$ cat config.mk
export PLATFORM = sky130hd
export DESIGN_NAME = mul64_issue_ctrl
export DESIGN_NICKNAME = d
export VERILOG_FILES = /design/src/rtl/mul_pkg.sv /design/src/rtl/mul64_issue_ctrl_op_fifo.sv /design/src/rtl/mul64_issue_ctrl.sv
export SDC_FILE = /design/constraint.sdc
export NUM_CORES = 1
export LEC_CHECK = 0
export CORE_UTILIZATION = 51
export DETAILED_ROUTE_END_ITERATION = 6
export DONT_BUFFER_PORTS = 1
export PLACE_DENSITY = 0.66
export SYNTH_ARGS = -nofsm -noshare
export SYNTH_HDL_FRONTEND = slang
export SYNTH_HIERARCHICAL = 1
export SYNTH_SLANG_ARGS = --single-unit
$ cat constraint.sdc
create_clock -name clk -period 5.3 [get_ports clk]
set_input_delay 0.53 -clock clk [delete_from_list [all_inputs] [get_ports clk]]
set_output_delay 0.53 -clock clk [all_outputs]
set_load 0.01 [all_outputs]
$ cat src/rtl/mul_pkg.sv
// Shared types for the 64x64 multiplier issue/capture stage.
// Operand widths, issue FSM states and the buffered operation record.
package mul_pkg;

  localparam int OP_W     = 64;
  localparam int PROD_W   = 128;
  // Tag width stored in each buffered operation; the top's TAG_W defaults to it.
  localparam int OP_TAG_W = 4;

  typedef enum logic [1:0] {
    IDLE,
    ISSUE,
    WAIT,
    DONE
  } issue_state_t;

  typedef struct packed {
    logic [OP_W-1:0]     a;
    logic [OP_W-1:0]     b;
    logic [OP_TAG_W-1:0] tag;
  } op_t;

endpackage

$ cat src/rtl/mul64_issue_ctrl_op_fifo.sv
// Synchronous FIFO of op_t records with full/empty flags and no write bypass.
// Pointers carry an extra wrap bit so full and empty are distinguishable.
module op_fifo
  import mul_pkg::*;
#(
  parameter int DEPTH = 4
) (
  input  logic clk,
  input  logic rst,
  input  logic push,
  input  op_t  wdata,
  input  logic pop,
  output op_t  rdata,
  output logic full,
  output logic empty
);

  localparam int AW = $clog2(DEPTH);

  op_t           mem [DEPTH];
  logic [AW:0]   wptr;
  logic [AW:0]   rptr;
  logic          do_push;
  logic          do_pop;

  assign do_push = push && !full;
  assign do_pop  = pop && !empty;

  // NOTE: storage is deliberately not reset; only the pointers define validity.
  always_ff @(posedge clk) begin
    if (do_push) mem[wptr[AW-1:0]] <= wdata;
  end

  always_ff @(posedge clk or negedge rst) begin
    if (!rst) begin
      wptr <= '0;
      rptr <= '0;
    end else begin
      if (do_push) wptr <= wptr + 1'b1;
      if (do_pop)  rptr <= rptr + 1'b1;
    end
  end

  assign empty = (wptr == rptr);
  assign full  = (wptr[AW] != rptr[AW]) && (wptr[AW-1:0] == rptr[AW-1:0]);
  assign rdata = mem[rptr[AW-1:0]];

endmodule

$ cat src/rtl/mul64_issue_ctrl.sv
// Operand issue and product capture in front of the sequential 64x64 multiplier.
// Optional WAIT-state watchdog enabled by defining MUL_TIMEOUT_EN.
module mul64_issue_ctrl
  import mul_pkg::*;
#(
  parameter int DEPTH          = 4,
  parameter int TAG_W          = OP_TAG_W,
  parameter int TIMEOUT_CYCLES = 255
) (
  input  logic              clk,
  input  logic              rst,
  input  logic              in_valid,
  output logic              in_ready,
  input  logic [OP_W-1:0]   in_a,
  input  logic [OP_W-1:0]   in_b,
  input  logic [TAG_W-1:0]  in_tag,
  output logic              mul_start,
  output logic [OP_W-1:0]   mul_a,
  output logic [OP_W-1:0]   mul_b,
  input  logic [PROD_W-1:0] mul_p,
  input  logic              mul_valid,
  output logic              out_valid,
  input  logic              out_ready,
  output logic [PROD_W-1:0] out_p,
  output logic [TAG_W-1:0]  out_tag,
  output logic              out_err,
  output logic              busy
);

  issue_state_t     state, state_nxt;
  op_t              fifo_wdata, fifo_head;
  logic             fifo_full, fifo_empty;
  logic             pop, capture, expire, release_res;
  logic             timeout_hit;
  logic [TAG_W-1:0] tag_q;

  assign fifo_wdata = '{a: in_a, b: in_b, tag: OP_TAG_W'(in_tag)};

  op_fifo #(.DEPTH(DEPTH)) u_fifo (
    .clk   (clk),
    .rst   (rst),
    .push  (in_valid),
    .wdata (fifo_wdata),
    .pop   (pop),
    .rdata (fifo_head),
    .full  (fifo_full),
    .empty (fifo_empty)
  );

  always_ff @(posedge clk or negedge rst) begin
    if (!rst) state <= IDLE;
    else      state <= state_nxt;
  end

  // NOTE: every output of this block gets a default first so no latch is inferred.
  always_comb begin
    state_nxt   = state;
    pop         = 1'b0;
    capture     = 1'b0;
    expire      = 1'b0;
    release_res = 1'b0;
    unique case (state)
      IDLE: if (!fifo_empty) begin
        pop       = 1'b1;
        state_nxt = ISSUE;
      end
      ISSUE: state_nxt = WAIT;
      WAIT: begin
        if (mul_valid) begin
          capture   = 1'b1;
          state_nxt = DONE;
        end else if (timeout_hit) begin
          expire    = 1'b1;
          state_nxt = DONE;
        end
      end
      DONE: if (out_ready) begin
        release_res = 1'b1;
        state_nxt   = IDLE;
      end
      default: state_nxt = IDLE;
    endcase
  end

  always_ff @(posedge clk or negedge rst) begin
    if (!rst) begin
      mul_a     <= '0;
      mul_b     <= '0;
      tag_q     <= '0;
      out_p     <= '0;
      out_tag   <= '0;
      out_valid <= 1'b0;
    end else begin
      if (pop) begin
        mul_a <= fifo_head.a;
        mul_b <= fifo_head.b;
        tag_q <= TAG_W'(fifo_head.tag);
      end
      if (capture || expire) begin
        out_p     <= capture ? mul_p : '0;
        out_tag   <= tag_q;
        out_valid <= 1'b1;
      end else if (release_res) begin
        out_valid <= 1'b0;
      end
    end
  end

`ifdef MUL_TIMEOUT_EN
  localparam int CNT_W = $clog2(TIMEOUT_CYCLES + 1);
  logic [CNT_W-1:0] wait_cnt;

  // The limit is hit in the cycle the count would step to TIMEOUT_CYCLES.
  assign timeout_hit = (wait_cnt == CNT_W'(TIMEOUT_CYCLES - 1));

  always_ff @(posedge clk or negedge rst) begin
    if (!rst) begin
      wait_cnt <= '0;
      out_err  <= 1'b0;
    end else begin
      if (state == ISSUE)     wait_cnt <= '0;
      else if (state == WAIT) wait_cnt <= wait_cnt + 1'b1;
      if (capture)     out_err <= 1'b0;
      else if (expire) out_err <= 1'b1;
    end
  end
`else
  assign timeout_hit = 1'b0;
  assign out_err     = 1'b0;
`endif

  assign in_ready  = !fifo_full;
  assign mul_start = (state == ISSUE);
  assign busy      = (state != IDLE) || !fifo_empty;

endmodule

==> results of run 1 <==
==> worst paths after layout <==
check | depth (start not counted) | from | slack [ns] | end
worst max-delay path | 4 | u_fifo/rptr[1] | 2.04 | mul_a[0]
worst min-delay path | 0 | rst | -0.38 | mul_a[35]
worst max register to register | 4 | u_fifo/rptr[1] | 2.04 | mul_a[0]
worst min register to register | 1 | tag_q[0] | 0.50 | tag_q[0]
max in group asynchronous | 0 | rst | 4.70 | out_tag[2]
min in group clk | 1 | mul_p[3] | 0.05 | out_p[3]
==> power by group <==
part | switching (mW) | internal (mW) | total (mW)
logic | 2.20 | 2.89 | 5.09
registers | 1.93 | 8.74 | 10.7
clock network | 2.31 | 3.53 | 5.85
==> cells by family after synthesis <==
family | after synthesis | share of synthesized area
flops | 801 | 0.760
mux | 398 | 0.209
buf+inv | 69 | 0.0174
simple gates | 18 | 0.00331
compound gates | 14 | 0.00336
fa+ha+maj | 9 | 0.00377
xor+xnor | 9 | 0.00289
other cells | 1 | 0.000126
==> metal layers <==
metal | GRT usage | part of all wire | up-vias
met2 | 0.371 | 0.53 | 439
met3 | 0.0702 | 0.074 | 117
met5 | 0 | 0.00026 | -
li1 | - | - | 5601
met1 | 0.258 | 0.37 | 6987
met4 | 0.0835 | 0.033 | 2
==> placed cells by master, fill, tap and decap left out, types with 3 or more instances in the layout <==
| cell | synthesis | routed |
|---|---|---|
| sky130_fd_sc_hd__edfxtp_1 | 528 | 528 |
| sky130_fd_sc_hd__dfrtp_1 | 273 | 271 |
| sky130_fd_sc_hd__mux2_2 | 196 | 196 |
| sky130_fd_sc_hd__mux4_2 | 132 | 132 |
| sky130_fd_sc_hd__dlygate4sd3_1 | 0 | 132 |
| sky130_fd_sc_hd__clkbuf_16 | 0 | 87 |
| sky130_fd_sc_hd__mux2_4 | 69 | 69 |
| sky130_fd_sc_hd__clkbuf_1 | 2 | 22 |
| sky130_fd_sc_hd__clkbuf_8 | 0 | 13 |
| sky130_fd_sc_hd__buf_4 | 21 | 11 |
| sky130_fd_sc_hd__diode_2 | 0 | 10 |
| sky130_fd_sc_hd__inv_1 | 9 | 9 |
| sky130_fd_sc_hd__ha_1 | 9 | 9 |
| sky130_fd_sc_hd__clkinv_2 | 0 | 9 |
| sky130_fd_sc_hd__bufinv_16 | 0 | 7 |
| sky130_fd_sc_hd__clkinv_1 | 0 | 6 |
| sky130_fd_sc_hd__nand2_1 | 5 | 5 |
| sky130_fd_sc_hd__buf_12 | 0 | 5 |
| sky130_fd_sc_hd__xnor2_1 | 5 | 5 |
| sky130_fd_sc_hd__o31ai_1 | 4 | 4 |
| sky130_fd_sc_hd__a21oi_1 | 4 | 4 |
| sky130_fd_sc_hd__inv_6 | 0 | 3 |
| sky130_fd_sc_hd__xor2_1 | 3 | 3 |
| sky130_fd_sc_hd__and3_4 | 0 | 3 |
==> flip-flops by register name (all words and copies together), names as in the netlist <==
| signal | cells |
|---|---|
| u_fifo/mem | 528 |
| mul_a | 64 |
| state | 2 |
| mul_b | 64 |
| out_tag | 4 |
| u_fifo/wptr | 3 |
| tag_q | 4 |
| out_valid | 1 |
| u_fifo/rptr | 3 |
| out_p | 128 |
==> area by class of cell <==
type,count,area [µm²],share of cell area
Antenna cell,10,25.0,0.000722
Multi-Input combinational cell,449,6670,0.192
Timing Repair Buffer,148,1500,0.0434
Clock inverter,29,340,0.00982
Sequential cell,801,22700,0.655
Tap cell,765,957,0.0276
Inverter,9,33.8,0.000975
Clock buffer,122,2440,0.0704
==> critical path: stages (launching register included) <==
cell,delay (ns)
sky130_fd_sc_hd__dfrtp_4,0.79
sky130_fd_sc_hd__buf_4,0.71
sky130_fd_sc_hd__buf_4,0.76
sky130_fd_sc_hd__mux4_2,0.41
sky130_fd_sc_hd__mux2_4,0.27
==> reports/summary.txt, run 1 <==
LAYOUT
----------------------------------------------------------------------------------------
Finished Cell Area                                                            0.0347 mm²
Area delta synth->final                                                            16.2%
Final std cells w/o fill                                                            2333
Nets                                                                                1765
Total of fill cells in the finished design                                          4023
End-of-flow core utilization                                                       0.601
Layout cell share with drive strength beyond 1                                     0.350

TIMING
----------------------------------------------------------------------------------------
Worst Slack Setup Final                                                          2.04 ns
Setup repair after global routing missed its margin                                false
Slew @ Worst Pin                                                                 1.23 ns
Portion of the clock cycle consumed by the worst path in the final layout          0.616
Final setup violation count                                                            0
Number of hold violations in the final report                                        273
Min Hold Slack                                                                 -0.382 ns
Worst relative slew slack                                                          0.180
Final clock skew                                                               0.0230 ns
Minimum clock period                                                             3.26 ns
Total Negative Setup Slacks                                                         0 ns
Maximum achievable frequency                                                     306 MHz
Final number of max-transition violations                                              0

DIE
----------------------------------------------------------------------------------------
Die W                                                                             244 µm
Area of the die                                                               0.0595 mm²
Number of placement rows                                                              88
Top-Level Pins                                                                       530
Initial Util                                                                       0.517
Chip Height                                                                       244 µm
Area of the core region                                                       0.0577 mm²

SYNTH
----------------------------------------------------------------------------------------
Post-synthesis net count                                                            1593
Count of flip-flops with a built-in enable after synthesis                           528
Largest area contributor in the netlist                                     sky130_fd_sc_hd__edfxtp_1
Mapped Avg Cell Area                                                            22.6 µm²
Synth top area share                                                               0.531
Sequential-to-total area share from yosys stat                                     0.760
Most frequent cell after synthesis                                          sky130_fd_sc_hd__edfxtp_1
Yosys warns                                                                            6
Gate Count Post-Synth                                                               1319
Post-synth top cells                                                        sky130_fd_sc_hd__edfxtp_1 (528), sky130_fd_sc_hd__dfrtp_1 (273), sky130_fd_sc_hd__mux2_2 (196)
Top flip-flop cell by instance count after synthesis                        sky130_fd_sc_hd__edfxtp_1
Post-synthesis async set-or-reset flop share                                       0.341
Cell area after synthesis                                                     0.0298 mm²
Library cells used by synthesis                                                       33
Top cells by area, synth                                                    sky130_fd_sc_hd__edfxtp_1 (53%), sky130_fd_sc_hd__dfrtp_1 (23%), sky130_fd_sc_hd__mux4_2 (10%)
Flip-flop and latch count after synthesis                                            801

CLOCKING
----------------------------------------------------------------------------------------
Clock tree root driver cell                                                 sky130_fd_sc_hd__clkbuf_16
Clk slew on worst S/H paths                                                      0.06 ns
Clock tree from TritonCTS                                                           done
H-tree depth                                                                           3
Count of clock tree sinks                                                            801
Quantity of gates resized following cts                                                0
Number of buffers created by CTS                                                      82
Clock latency on the worst-skew pair                                             0.62 ns
Clock Tree Buf Depth                                                                   3
Number of hold-repair buffers added at the cts stage                                 132
Buffers inserted by post-CTS timing repair                                             0

GLOBAL ROUTE
----------------------------------------------------------------------------------------
Final global-route overflow total                                                      0
Antenna violations before repair                                                      14
Tot GR Track Use                                                                   0.218
Number of global-route vias before repair                                          13657
Largest net degree at the start of global routing                                    274
Wire length of the first global-routing pass                                     93.7 mm

POWER AND IR DROP
----------------------------------------------------------------------------------------
Total power consumption of the routed design                                     21.6 mW
IR Drop Worst-Case VDD                                                            482 µV
Static leakage power                                                             12.4 nW
Power Density                                                                 623 mW/mm²

WORST SETUP PATH
----------------------------------------------------------------------------------------
Kind of start point of the critical path                                        register
Nature of the critical path endpoint                                            register
Critical Path AT                                                                 3.76 ns
Path type of the worst setup path                                             reg -> reg
Critical path peak fanout                                                             53
WP data required                                                                 5.80 ns

ROUTING
----------------------------------------------------------------------------------------
Final WL                                                                         64.3 mm
Vias                                                                               13146
DR pass1 iterations                                                                    5
Routed length per placed instance                                                27.6 µm
Remaining DRCs                                                                         0
Mean number of vias per cell                                                        5.63
Count of nets left with antenna violations after detail routing                        0
Starting DRC count in detailed routing                                               788

PLACEMENT
----------------------------------------------------------------------------------------
Placed wire-length estimate                                                      39.4 mm
Total cell area at the placement stage                                        0.0305 mm²
Placer Congestion                                                                  0.826
Worst setup slack after placement                                                2.01 ns
Number of placed instances with taps included                                       2040
Quantity of I/O buffers inserted on ports                                              0

OUTCOME
----------------------------------------------------------------------------------------
Violations in the final reports                                             negative hold slack
Status                                                                      finished, violations left

HOLD PATH
----------------------------------------------------------------------------------------
Worst Hold Class                                                             in -> async

JOB
----------------------------------------------------------------------------------------
Number of max-cap violations                                                           0

Power figures use the tool's default switching activity.
==> run 2, diff against run 1 <==
--- a/config.mk
+++ b/config.mk
@@ -8,7 +8,7 @@
 export CORE_UTILIZATION = 51
 export DETAILED_ROUTE_END_ITERATION = 6
 export DONT_BUFFER_PORTS = 1
-export PLACE_DENSITY = 0.66
+export PLACE_DENSITY = 0.63
 export SYNTH_ARGS = -nofsm -noshare
 export SYNTH_HDL_FRONTEND = slang
 export SYNTH_HIERARCHICAL = 1
==> constraint.sdc (replaced) <==
create_clock -name clk -period 3.4 [get_ports clk]
set_input_delay 0.34 -clock clk [delete_from_list [all_inputs] [get_ports clk]]
set_output_delay 0.34 -clock clk [all_outputs]
set_load 0.01 [all_outputs]
==> run 2 against run 1 <==
Against the previous run: routed wire length up 2.3%; cell area up 4.1%; the flow still finishes with violations (negative hold slack); power up 57%; utilization up 2.5 points; global-route usage up 0.65 points; flip-flop and latch count unchanged; sequential share of layout area down 2.6 points; first-iteration DRC count down 2.2%; worst setup slack worse by 1.4 ns; critical path type is now reg -> out.
==> reports/summary.txt, run 2 (synthesis results as in run 1) <==
OUTCOME
----------------------------------------------------------------------------------------
Status                                                                      finished, violations left
Violations in the final reports                                             negative hold slack

PLACEMENT
----------------------------------------------------------------------------------------
Placed wire-length estimate                                                      40.2 mm
Placer Congestion                                                                  0.825
Worst setup slack after placement                                                1.05 ns
Number of placed instances with taps included                                       2047
Total cell area at the placement stage                                        0.0307 mm²
Quantity of I/O buffers inserted on ports                                              0

CLOCKING
----------------------------------------------------------------------------------------
Clock tree root driver cell                                                 sky130_fd_sc_hd__clkbuf_16
Number of buffers created by CTS                                                      82
Clock tree from TritonCTS                                                           done
Buffers inserted by post-CTS timing repair                                             0
Count of clock tree sinks                                                            801
Clock latency on the worst-skew pair                                             0.63 ns
Number of hold-repair buffers added at the cts stage                                 262
Quantity of gates resized following cts                                                0
Clock Tree Buf Depth                                                                   3
H-tree depth                                                                           3
Clk slew on worst S/H paths                                                      0.06 ns

POWER AND IR DROP
----------------------------------------------------------------------------------------
Seq pwr share                                                                      0.487
IR Drop Worst-Case VDD                                                            655 µV
Clock share of power                                                               0.266
Switch share                                                                       0.304
Internal power                                                                   23.6 mW
Net switching power of the design                                                10.3 mW
Total power consumption of the routed design                                     33.9 mW
Comb pwr share                                                                     0.248
Static leakage power                                                             13.0 nW
Power Density                                                                 939 mW/mm²

WORST SETUP PATH
----------------------------------------------------------------------------------------
Critical path buffers and inverters                                                    1
Path type of the worst setup path                                             reg -> out
Slowest stage delay, CP                                                          0.62 ns
Critical path peak fanout                                                             20
Kind of start point of the critical path                                        register
WP data required                                                                 3.06 ns
Dominant delay contributor by cell family on the critical path              simple AND/OR/NAND/NOR gates
Nature of the critical path endpoint                                          output pin
Critical Path AT                                                                 2.41 ns
Sequence of cells on the critical path                                      xor2_1, nor3_1, nand2_1, buf_4
Cell at the slowest stage of the critical path                              sky130_fd_sc_hd__dfrtp_4

TIMING
----------------------------------------------------------------------------------------
Setup repair after global routing missed its margin                                false
Final number of max-transition violations                                              0
Min Hold Slack                                                                 -0.586 ns
Worst relative slew slack                                                          0.177
Number of hold violations in the final report                                        273
Portion of the clock cycle consumed by the worst path in the final layout          0.809
Total Negative Setup Slacks                                                         0 ns
Final clock skew                                                               0.0200 ns
Slew @ Worst Pin                                                                 1.23 ns
Final setup violation count                                                            0
Minimum clock period                                                             2.75 ns
Maximum achievable frequency                                                     363 MHz
Worst Slack Setup Final                                                         0.649 ns

ROUTING
----------------------------------------------------------------------------------------
Count of nets left with antenna violations after detail routing                        0
Vias                                                                               13782
Highest routed metal layer                                                          met4
Final WL                                                                         65.8 mm
Met1 Routed Length                                                               25.0 mm
Routed length per placed instance                                                26.6 µm
Remaining DRCs                                                                         0
DR pass1 iterations                                                                    5
Mean number of vias per cell                                                        5.58
Met3 routed wirelength                                                           3.88 mm
Met2 routed WL                                                                   34.7 mm
Starting DRC count in detailed routing                                               771

JOB
----------------------------------------------------------------------------------------
Number of max-cap violations                                                           0

GLOBAL ROUTE
----------------------------------------------------------------------------------------
Final global-route overflow total                                                      0
Largest net degree at the start of global routing                                    274
Number of global-route vias before repair                                          14801
Tot GR Track Use                                                                   0.225
Antenna violations before repair                                                       6
Wire length of the first global-routing pass                                     98.0 mm

DIE
----------------------------------------------------------------------------------------
Area of the die                                                               0.0595 mm²
Die W                                                                             244 µm
Top-Level Pins                                                                       530
Initial Util                                                                       0.517
Number of placement rows                                                              88
Chip Height                                                                       244 µm
Area of the core region                                                       0.0577 mm²

LAYOUT
----------------------------------------------------------------------------------------
Flip-flop count of the largest register after layout                                 528
Area delta synth->final                                                            20.9%
Total of fill cells in the finished design                                          3932
Commonest cells after routing, fill and taps aside                          sky130_fd_sc_hd__edfxtp_1 (528), sky130_fd_sc_hd__dfrtp_1 (270), sky130_fd_sc_hd__dlygate4sd3_1 (262)
Nets                                                                                1902
Final std cells w/o fill                                                            2469
Commonest non-fill, non-tap cell in the layout                              sky130_fd_sc_hd__edfxtp_1
Layout cell share with drive strength beyond 1                                     0.327
Finished Cell Area                                                            0.0361 mm²
End-of-flow core utilization                                                       0.625

HOLD PATH
----------------------------------------------------------------------------------------
Worst Hold Class                                                             in -> async

==> run 2: metal layers <==
layer / up-vias / track usage
met5: - / 0
met3: 113 / 0.0478
met2: 474 / 0.388
met1: 7318 / 0.278
li1: 5877 / -
met4: 0 / 0.0860
==> run 2: layout make-up <==
| type | count | area, µm² | share of cell area |
|---|---|---|---|
| diodes | 6 | 15.0 | 0.000416 |
| clock buffers | 115 | 2310 | 0.0639 |
| clock inverters | 39 | 430 | 0.0119 |
| inverters | 9 | 33.8 | 0.000936 |
| multi-input cells | 449 | 6680 | 0.185 |
| flip-flops and latches | 801 | 22700 | 0.629 |
| well taps | 765 | 957 | 0.0265 |
| repair buffers | 285 | 2960 | 0.0820 |
==> run 2: power groups by stage <==
| stage | Clock [mW] | Combinational [mW] | Sequential, mW |
|---|---|---|---|
| finish | 8.99 | 8.40 | 16.5 |
| detailed placement | 0 | 8.20 | 16.7 |
| global placement | 0 | 8.03 | 16.6 |
| floorplan | 0 | 6.91 | 15.6 |
| global route | 9.57 | 9.06 | 16.7 |
| CTS | 9.20 | 8.56 | 16.5 |
==> run 2: final timing paths <==
check / startpoint / end / slack [ns] / depth (start not counted)
max in group asynchronous: rst / mul_a[14] / 2.98 / 0
min in group clk: mul_valid / state[0] / 0.04 / 2
max reg2reg: u_fifo/wptr[2] / mul_b[29] / 1.06 / 5
min: rst / mul_a[36] / -0.59 / 0
max: u_fifo/rptr[1] / busy / 0.65 / 4
min reg2reg: tag_q[3] / tag_q[3] / 0.50 / 1
==> run 3, diff against run 2 <==
--- a/config.mk
+++ b/config.mk
@@ -8,7 +8,7 @@
 export CORE_UTILIZATION = 51
 export DETAILED_ROUTE_END_ITERATION = 6
 export DONT_BUFFER_PORTS = 1
-export PLACE_DENSITY = 0.63
+export PLACE_DENSITY = 0.66
 export SYNTH_ARGS = -nofsm -noshare
 export SYNTH_HDL_FRONTEND = slang
 export SYNTH_HIERARCHICAL = 1
==> constraint.sdc (replaced) <==
create_clock -name clk -period 2.3 [get_ports clk]
set_input_delay 0.23 -clock clk [delete_from_list [all_inputs] [get_ports clk]]
set_output_delay 0.23 -clock clk [all_outputs]
set_load 0.01 [all_outputs]
==> run 3 against run 2 <==
Against the previous run: utilization rose by 0.93 points; sequential share of layout area decreased by 0.92 points; die area did not move; hold slack got worse by 0.10 ns; worst setup slack lost 0.53 ns; clock power up 43%; global-route usage grew 0.47 points; the flow finishes with violations (negative hold slack, max-slew violations); highest routed layer is now met5; first-iteration DRC count up 0.26%; non-clock buffer count grew 38; register-to-register slack got worse by 0.90 ns.
==> reports/summary.txt, run 3 (synthesis results as in run 1) <==
OUTCOME
----------------------------------------------------------------------------------------
Status                                                                      finished, violations left
Violations in the final reports                                             negative hold slack, max-slew violations

POWER AND IR DROP
----------------------------------------------------------------------------------------
Seq pwr share                                                                      0.482
IR Drop Worst-Case VDD                                                            917 µV
Static leakage power                                                             13.2 nW
Power Density                                                                1380 mW/mm²
Comb pwr share                                                                     0.264
Clock share of power                                                               0.254
Total power consumption of the routed design                                     50.6 mW
Net switching power of the design                                                15.4 mW
Internal power                                                                   35.3 mW
Switch share                                                                       0.304

WORST SETUP PATH
----------------------------------------------------------------------------------------
WP data required                                                                 2.07 ns
Critical path peak fanout                                                              5
Kind of start point of the critical path                                        register
R2r setup slk                                                                    0.16 ns
Launch instance of the worst register-to-register path                      u_fifo/rptr[0]
Path type of the worst setup path                                             reg -> out
Crit Reg-Reg Endpoint                                                          mul_b[32]
Critical Path AT                                                                 1.95 ns
Worst-case reg-to-reg path depth                                                       5
Nature of the critical path endpoint                                          output pin

TIMING
----------------------------------------------------------------------------------------
Min Hold Slack                                                                 -0.690 ns
Total Negative Setup Slacks                                                         0 ns
Worst relative slew slack                                                        -0.0156
Final number of max-transition violations                                             26
Portion of the clock cycle consumed by the worst path in the final layout          0.948
Maximum achievable frequency                                                     458 MHz
Number of hold violations in the final report                                        273
Final clock skew                                                               0.0177 ns
Final setup violation count                                                            0
Minimum clock period                                                             2.18 ns
Slew @ Worst Pin                                                                 1.52 ns
Setup repair after global routing missed its margin                                false

DIE
----------------------------------------------------------------------------------------
Area of the die                                                               0.0595 mm²
Chip Height                                                                       244 µm
Area of the core region                                                       0.0577 mm²
Number of placement rows                                                              88
Initial Util                                                                       0.517
Top-Level Pins                                                                       530
Die W                                                                             244 µm

LAYOUT
----------------------------------------------------------------------------------------
End-of-flow core utilization                                                       0.635
Commonest cells after routing, fill and taps aside                          sky130_fd_sc_hd__edfxtp_1 (528), sky130_fd_sc_hd__dfrtp_1 (270), sky130_fd_sc_hd__dlygate4sd3_1 (263)
Layout cell share with drive strength beyond 1                                     0.343
Sequential cell area                                                          0.0227 mm²
Final std cells w/o fill                                                            2502
Nets                                                                                1937
Commonest non-fill, non-tap cell in the layout                              sky130_fd_sc_hd__edfxtp_1
Multi-input combinational cell area                                          0.00670 mm²
Total of fill cells in the finished design                                          3842
Area delta synth->final                                                            22.7%
Flip-flop count of the largest register after layout                                 528

PLACEMENT
----------------------------------------------------------------------------------------
Placed wire-length estimate                                                      42.2 mm
Quantity of I/O buffers inserted on ports                                              0
Placer Congestion                                                                  0.808
Number of placed instances with taps included                                       2083

JOB
----------------------------------------------------------------------------------------
Number of max-cap violations                                                           0

CLOCKING
----------------------------------------------------------------------------------------
Number of hold-repair buffers added at the cts stage                                 263
Clk slew on worst S/H paths                                                      0.07 ns
Clock tree root driver cell                                                 sky130_fd_sc_hd__clkbuf_16
Clock tree from TritonCTS                                                           done
Clock Tree Buf Depth                                                                   3
Number of buffers created by CTS                                                      79
Count of clock tree sinks                                                            801
H-tree depth                                                                           3
Clock latency on the worst-skew pair                                             0.61 ns

GLOBAL ROUTE
----------------------------------------------------------------------------------------
Final global-route overflow total                                                      0
Antenna violations before repair                                                      10
Number of global-route vias before repair                                          15069
Tot GR Track Use                                                                   0.229
Wire length of the first global-routing pass                                     99.8 mm
Largest net degree at the start of global routing                                    274

ROUTING
----------------------------------------------------------------------------------------
Count of nets left with antenna violations after detail routing                        0
DR pass1 iterations                                                                    5
Routed length per placed instance                                                26.9 µm
Final WL                                                                         67.4 mm
Vias                                                                               13933
Mean number of vias per cell                                                        5.57
Remaining DRCs                                                                         0
Starting DRC count in detailed routing                                               773

HOLD PATH
----------------------------------------------------------------------------------------
Worst Hold Class                                                             in -> async

[run 3: what timing repair did]
action | in CTS | in global routing
setup buffers | 1 | 0
gates cloned | 0 | 0
endpoints found under the setup margin | 2 | 2
pin swaps | 1 | 0
hold endpoints to repair | 933 | 273
resized for setup | 1 | 2
[run 3: worst max path at each step]
stage                        start                 end  slack [ns]  depth (start not counted)
floorplan           u_fifo/wptr[0]    u_fifo/mem[3][0]       -1.16                          3
global placement    u_fifo/rptr[0]  u_fifo/mem[1][123]        0.23                          6
detailed placement  u_fifo/rptr[0]           mul_a[30]        0.19                          6
CTS                 u_fifo/rptr[0]                busy       0.001                          4
global route        u_fifo/wptr[2]            in_ready        0.02                          5
finish              u_fifo/rptr[0]                busy        0.12                          4
[run 3: layout make-up]
type	instances	area share
antenna	7	0.000478
clock buffer	112	0.0626
clock inverter	36	0.00943
inverter	9	0.000923
multi-input combinational	449	0.183
sequential	801	0.620
tap	765	0.0261
timing repair buffer	323	0.0975
[run 3: layer usage]
metal	share of wire	GRT usage	wire length [µm]
met1	0.37	0.268	24600
met5	0.00040	0	27
met4	0.049	0.120	3310
met3	0.061	0.0550	4110
met2	0.52	0.393	35300
[run 3: worst max-delay path, stage by stage, from the launching register on]
cell and delay (ns):
sky130_fd_sc_hd__dfrtp_4 0.52, sky130_fd_sc_hd__xor2_2 0.23, sky130_fd_sc_hd__nor3_4 0.25, sky130_fd_sc_hd__nand2_1 0.15, sky130_fd_sc_hd__buf_4 0.19
[run 3: metrics by stage]
stage / area [µm²] / worst slack (ns)
final: 36600 / 0.118
after global routing: 36600 / 0.0169
after CTS: 36600 / 0.00127
after detailed placement: 31300 / 0.193
after global placement: 31300 / 0.230
after floorplan: 29900 / -1.16
[run 3: power by group through the flow]
| stage | logic (mW) | clock network [mW] | registers (mW) |
|---|---|---|---|
| 2_1_floorplan | 10.2 | 0 | 23.0 |
| 3_3_place_gp | 12.7 | 0 | 24.5 |
| 3_5_place_dp | 13.0 | 0 | 24.6 |
| 4_1_cts | 13.5 | 13.1 | 24.4 |
| 5_1_grt | 14.3 | 13.7 | 24.7 |
| 6_report | 13.4 | 12.9 | 24.4 |
